<file path="src/rtl/uart_tx_frame.sv">
// Parametrised UART transmitter with a one-entry holding register for gap-free frames.
// Optional parity bit is compiled in when the macro UART_TX_PARITY_EN is defined.
module uart_tx_frame #(
  parameter int CLKS_PER_BIT = 32,
  parameter int DATA_BITS    = 8,
  parameter int STOP_BITS    = 1,
  parameter int PARITY_ODD   = 0
) (
  input  logic                 clk,
  input  logic                 reset_n,
  input  logic                 s_valid,
  output logic                 s_ready,
  input  logic [DATA_BITS-1:0] s_data,
  output logic                 tx,
  output logic                 busy,
  output logic                 byte_end
);

  localparam int CW = $clog2(CLKS_PER_BIT);
  localparam int BW = $clog2(DATA_BITS + 1);
  localparam logic [CW-1:0] CNT_LAST  = CW'(CLKS_PER_BIT - 1);
  localparam logic [CW-1:0] CNT_PRE   = CW'(CLKS_PER_BIT - 2);
  localparam logic [BW-1:0] DATA_LAST = BW'(DATA_BITS - 1);
  localparam logic [BW-1:0] STOP_LAST = BW'(STOP_BITS - 1);

  if (CLKS_PER_BIT < 2 || CLKS_PER_BIT > 65535 || DATA_BITS < 5 || DATA_BITS > 9 ||
      (STOP_BITS != 1 && STOP_BITS != 2) || PARITY_ODD < 0 || PARITY_ODD > 1) begin : g_param_check
    $error("uart_tx_frame: illegal parameter value");
  end

`ifdef UART_TX_PARITY_EN
  typedef enum logic [2:0] {IDLE, START, DATA, PARITY, STOP} state_t;
  localparam logic ODD = PARITY_ODD[0];
  logic par_bit;
`else
  typedef enum logic [2:0] {IDLE, START, DATA, STOP} state_t;
`endif

  state_t               state;
  logic                 hold_full;
  logic [DATA_BITS-1:0] hold_data;
  logic [DATA_BITS-1:0] shift;
  logic [CW-1:0]        clk_cnt;
  logic [BW-1:0]        bit_cnt;
  logic                 bit_done;
  logic                 stop_done;
  logic                 do_load;

  // Handshake: a byte transfers on any rising edge where s_valid && s_ready;
  // s_ready depends only on the holding register, never on s_valid.
  assign s_ready   = !hold_full;
  assign busy      = (state != IDLE) || hold_full;
  assign bit_done  = (clk_cnt == CNT_LAST);
  assign stop_done = (state == STOP) && bit_done && (bit_cnt == STOP_LAST);
  assign do_load   = hold_full && ((state == IDLE) || stop_done);

  always_ff @(posedge clk or negedge reset_n) begin
    if (!reset_n) begin
      state     <= IDLE;
      hold_full <= 1'b0;
      hold_data <= '0;
      shift     <= '0;
      clk_cnt   <= '0;
      bit_cnt   <= '0;
      tx        <= 1'b1;
      byte_end  <= 1'b0;
`ifdef UART_TX_PARITY_EN
      par_bit   <= 1'b0;
`endif
    end else begin
      byte_end <= 1'b0;
      if (s_valid && s_ready) begin
        hold_full <= 1'b1;
        hold_data <= s_data;
      end

      if (state != IDLE) begin
        clk_cnt <= bit_done ? '0 : clk_cnt + 1'b1;
      end

      case (state)
        IDLE: begin
          tx <= 1'b1;
        end
        START: begin
          if (bit_done) begin
            state <= DATA;
            tx    <= shift[0];
          end
        end
        DATA: begin
          if (bit_done) begin
            if (bit_cnt == DATA_LAST) begin
              bit_cnt <= '0;
`ifdef UART_TX_PARITY_EN
              state   <= PARITY;
              tx      <= par_bit;
`else
              state   <= STOP;
              tx      <= 1'b1;
`endif
            end else begin
              bit_cnt <= bit_cnt + 1'b1;
              shift   <= shift >> 1;
              tx      <= shift[1];
            end
          end
        end
`ifdef UART_TX_PARITY_EN
        PARITY: begin
          if (bit_done) begin
            state <= STOP;
            tx    <= 1'b1;
          end
        end
`endif
        STOP: begin
          tx <= 1'b1;
          // Registered pulse lands on the final clock of the last stop bit.
          if (bit_cnt == STOP_LAST && clk_cnt == CNT_PRE) begin
            byte_end <= 1'b1;
          end
          if (bit_done) begin
            if (bit_cnt == STOP_LAST) begin
              bit_cnt <= '0;
              state   <= IDLE;
            end else begin
              bit_cnt <= bit_cnt + 1'b1;
            end
          end
        end
        default: begin
          state <= IDLE;
          tx    <= 1'b1;
        end
      endcase

      // Load from IDLE or straight out of the final stop bit, so no idle gap.
      if (do_load) begin
        shift     <= hold_data;
        hold_full <= 1'b0;
        state     <= START;
        tx        <= 1'b0;
        clk_cnt   <= '0;
        bit_cnt   <= '0;
`ifdef UART_TX_PARITY_EN
        par_bit   <= (^hold_data) ^ ODD;
`endif
      end
    end
  end

endmodule
</file>
<file path="config.mk">
export PLATFORM = sky130hd
export DESIGN_NAME = uart_tx_frame
export DESIGN_NICKNAME = d
export VERILOG_FILES = /design/src/rtl/uart_tx_frame.sv
export SDC_FILE = /design/constraint.sdc
export NUM_CORES = 1
export LEC_CHECK = 0
export BUFFER_PORTS_ARGS = -buffer_cell sky130_fd_sc_hd__buf_2
export CAP_MARGIN = 20
export CORE_ASPECT_RATIO = 1.25
export CORE_MARGIN = 2
export CORE_UTILIZATION = 35
export CTS_CLUSTER_SIZE = 30
export DETAILED_ROUTE_END_ITERATION = 6
export GPL_ROUTABILITY_DRIVEN = 0
export GPL_TIMING_DRIVEN = 0
export PLACE_DENSITY = 0.61
export RECOVER_POWER = 25
export SLEW_MARGIN = 20
export SYNTH_ARGS = -nofsm -noshare
export SYNTH_HDL_FRONTEND = slang
export SYNTH_SLANG_ARGS = --single-unit
</file>
<file path="constraint.sdc">
create_clock -name clk -period 4.79 [get_ports clk]
set_input_delay 1.1975 -clock clk [delete_from_list [all_inputs] [get_ports clk]]
set_output_delay 1.1975 -clock clk [all_outputs]
set_load 0.1 [all_outputs]
</file>
==> impl_summary.md <==
Clock tree
The number of levels in the clock H-tree is 2. The clock tree from TritonCTS is built. The clock latency of the later-clocked register in the worst-skew pair is 280 ps. The number of buffers inserted for hold repair after clock tree synthesis is 0. CTS saw 30 sinks. The post-CTS setup buffer count is 0.

The clock passes through at most 2 buffers. The number of gates resized after CTS is 0. The root buffer cell is clkbuf_8.

After clock tree synthesis, the clock-pin slew on the worst setup and hold paths is 70 ps. In this run, CTS created clock tree buffers numbering 5.

STA
The maximum clock frequency is 314 MHz. The ratio of final minimum period to clock period is 66.5%. The count of pins over their slew limit was 31. On the final layout, the worst hold slack is 484 ps. The final critical-path setup slack is 1600 ps. The final hold violation count is 0. The minimum period implied by the final worst setup slack is 3190 ps. The final total negative setup slack is 0 ps. The worst pin sits at a relative slew slack of -10.4%. Clock skew on the completed layout was measured at 6.63 ps. The slew at the pin closest to its max-slew limit is 1660 ps. Setup repair after global routing left no endpoint under its margin. Setup violations remaining at the end of the flow were counted as 0.

Final layout
The relative area change from synthesis to final layout is 13.8%. The number of antenna cells inserted is 0. Measured on the finished design, the core utilization comes to 40.9%. With fillers left out, the area of the finished cells amounts to 1780 sq um. Once layout is complete, the cells apart from fillers number 219. The net count of the finished layout is 181. The fraction of final layout cells sized beyond drive strength 1 is 22.4%.

Floorplanning
The width of the die is 63.8 um. In this run the count of I/O pins placed on the die edge is 15. The die covers 5020 sq um. In this run the core area contains 27 standard-cell rows.

The die boundary height is 78.7 um. The initial utilization of the core area, before any placement, comes to 35.9%. The placeable core region is 4360 sq um.

Global routing
The first global-routing pass estimated 5040 um of wire. Global routing consumed, over all layers together, 13.1% of the routing resources. The via count of the first global-routing pass is 1121. The initial antenna violation count is 0. The overflow left after global routing is 0. Entering global routing, the biggest net connects 31 pins.

Placed design
Summing all placed instances gives a cell area of 1710 sq um. The cell total after placement is 211. The count of buffers inserted at the top-level ports is 14. Once detailed placement completed, the half-perimeter wirelength came to 2080 um. The post-placement worst setup slack is 1910 ps.

Power and ir drop
The net switching fraction of the power is 23.8%. Per report_power, the sequential group accounts for 53.6% of the total. The final total power is 0.561 mW.

The power density normalized to cell area is 315 nW/um^2. The worst-case IR drop observed on VDD is 0.236 mV. Of the total power, the clock network draws 37.0%. In this run the static leakage power is 0.816 nW.

The internal power of the cells totals 0.428 mW. The net switching power is 0.133 mW. The share of power burned in combinational logic is 9.4%.

Synth
The cell area that synthesis handed to floorplanning was 1560 sq um. In this run, synthesis produced a sequential element count of 30. The number of standard cells after synthesis is 139. The sequential element share of the synthesized area is 48.1%.

The count of flip-flops with a built-in enable after synthesis is 0. Dividing the synthesized area by the synthesized cell count gives 11.3 sq um. The commonest register cell after synthesis is dfrtp_1.

The number of warnings printed during yosys synthesis is 0. The number of distinct library cells after synthesis is 39. Synthesis produced a netlist with a net count of 160. Of all flip-flops after synthesis, the portion carrying an async set or reset was 100%.

Setup path
The top fanout value on the critical path is 6. Among the stages of the critical path, the cell type that occurs most often is inv_1. The number of buffer and inverter stages on the critical path is 3.

Counting buffers and inverters, the worst setup path is 5 cells deep. For the worst setup path, the data arrival time is 1990 ps. The setup check on the worst reg-to-reg path leaves a slack of 2870 ps. The terminus of the critical flop-to-flop path is shift[3]. The path type of the worst setup path is register to output pin. The family of cells with the greatest summed delay on the critical path is buffers and inverters. The worst setup path endpoint is busy. Among all stages on the critical path, the largest delay is contributed by nor2b_1. The worst register-to-register path begins at clk_cnt[1].

Traced cell by cell, the critical path runs through inv_1 > ha_1 > nor2b_1 > inv_1 > buf_2. The number of cells on the worst reg-to-reg path is 8. The startpoint kind of the worst setup timing path is a register. Tracing the worst setup path back leads to its startpoint at state[0]. STA classifies the critical path endpoint as an output pin. For the worst setup path, the data required time is 3590 ps. The largest single stage delay on the critical path is 430 ps.

Route
After detailed routing, the number of remaining DRC violations is 0. The number of antenna-violating nets in the routed design is 0. Dividing the detail-routed via count by the number of cells gives 4.86.

The detailed router finished its first iteration with 75 violations. Dividing the detail-routed wire length by the instance count gives 13.2 um. The number of optimization iterations in the first detailed-route pass is 4. The routed wire length is 2890 um. The routed layout has 1064 vias.

Outcome
The flow ran to the end, but the final reports show violations. The final reports fail on max-capacitance violations, max-slew violations.

Flow run
The reported max-cap violation count is 1.

Worst hold path
The worst hold path cell count is 2. The type of the tightest min-delay check is register to register.
==> cell type report <==
type | instances | area, sq um
buffer | 4 | 35.0
clock buffer | 7 | 86.3
clock inverter | 1 | 5.00
fill | 444 | 2580
inverter | 8 | 30.0
multi-input combinational | 97 | 731
sequential | 30 | 752
tap | 58 | 72.6
timing repair buffer | 14 | 68.8
==> logic make-up (layout without fill, tap and decap cells) <==
logic type | after synthesis | in the layout | share of synthesized area (%)
simple gates | 37 | 37 | 13.1
compound gates | 30 | 30 | 13.3
flops | 30 | 30 | 48.1
mux | 18 | 18 | 12.2
buf+inv | 12 | 34 | 4.16
fa+ha+maj | 10 | 10 | 8.00
xor+xnor | 2 | 2 | 1.12
==> placed cells by master (no fill, tap or decap), types with 5 or more instances in the layout <==
cell      count
ha_1         10
inv_1         8
buf_2        14
nand2_1      14
mux2_2        9
o21ai_1       9
dfrtp_1      29
clkbuf_8      6
nor2_1        5
mux2i_1       9
==> power by group through the flow <==
stage / clock network, mW / registers, mW / logic (mW)
2_1_floorplan: 0 / 0.304 / 0.0371
3_3_place_gp: 0 / 0.304 / 0.0522
3_5_place_dp: 0 / 0.306 / 0.0544
4_1_cts: 0.217 / 0.301 / 0.0544
5_1_grt: 0.224 / 0.305 / 0.0591
6_report: 0.207 / 0.301 / 0.0527
==> sequential cells by signal, summed over array words and instances, names as in the netlist <==
name	flops
clk_cnt	5
shift	8
hold_data	8
bit_cnt	4
byte_end	1
hold_full	1
tx	1
state	2
==> worst min path at each step <==
stage                       from  endpoint  slack, ps
finish              hold_data[4]  shift[4]        480
global placement    hold_data[7]  shift[7]        460
CTS                 hold_data[4]  shift[4]        490
floorplan           hold_data[7]  shift[7]        450
detailed placement  hold_data[4]  shift[4]        480
global route        hold_data[4]  shift[4]        510
==> synth_stat cells (2+ instances only) <==
library cell / number / area share, %
and3_1: 2 / 0.80
a22o_1: 2 / 1.1
o21ai_0: 2 / 0.64
buf_6: 2 / 1.4
inv_1: 8 / 1.9
ha_1: 10 / 8.0
o21ai_1: 9 / 2.9
a211oi_1: 2 / 0.96
nand3_1: 2 / 0.64
dfrtp_1: 29 / 46
nor2_1: 5 / 1.2
a21oi_1: 4 / 1.3
o21bai_1: 3 / 1.4
nor3_1: 2 / 0.64
mux2i_1: 9 / 5.8
mux2_2: 9 / 6.5
nor2b_1: 2 / 0.80
nand2b_1: 3 / 1.2
nand2_1: 14 / 3.4
==> worst min-delay path, cell delays in order, from the launching register on <==
cell	delay, ps
dfrtp_1	340
nand2_1	50
o21ai_1	60
==> layer usage <==
metal | part of all wire [%] | GRT usage [%] | routed length, um | vias to the layer above
li1 | - | - | - | 530
met1 | 43 | 14.2 | 1230 | 509
met2 | 52 | 23.2 | 1490 | 21
met3 | 4.2 | 4.25 | 120 | 4
met4 | 1.5 | 5.22 | 42 | 0
met5 | 0 | 0 | 0 | -
Power figures use the tool's default switching activity.
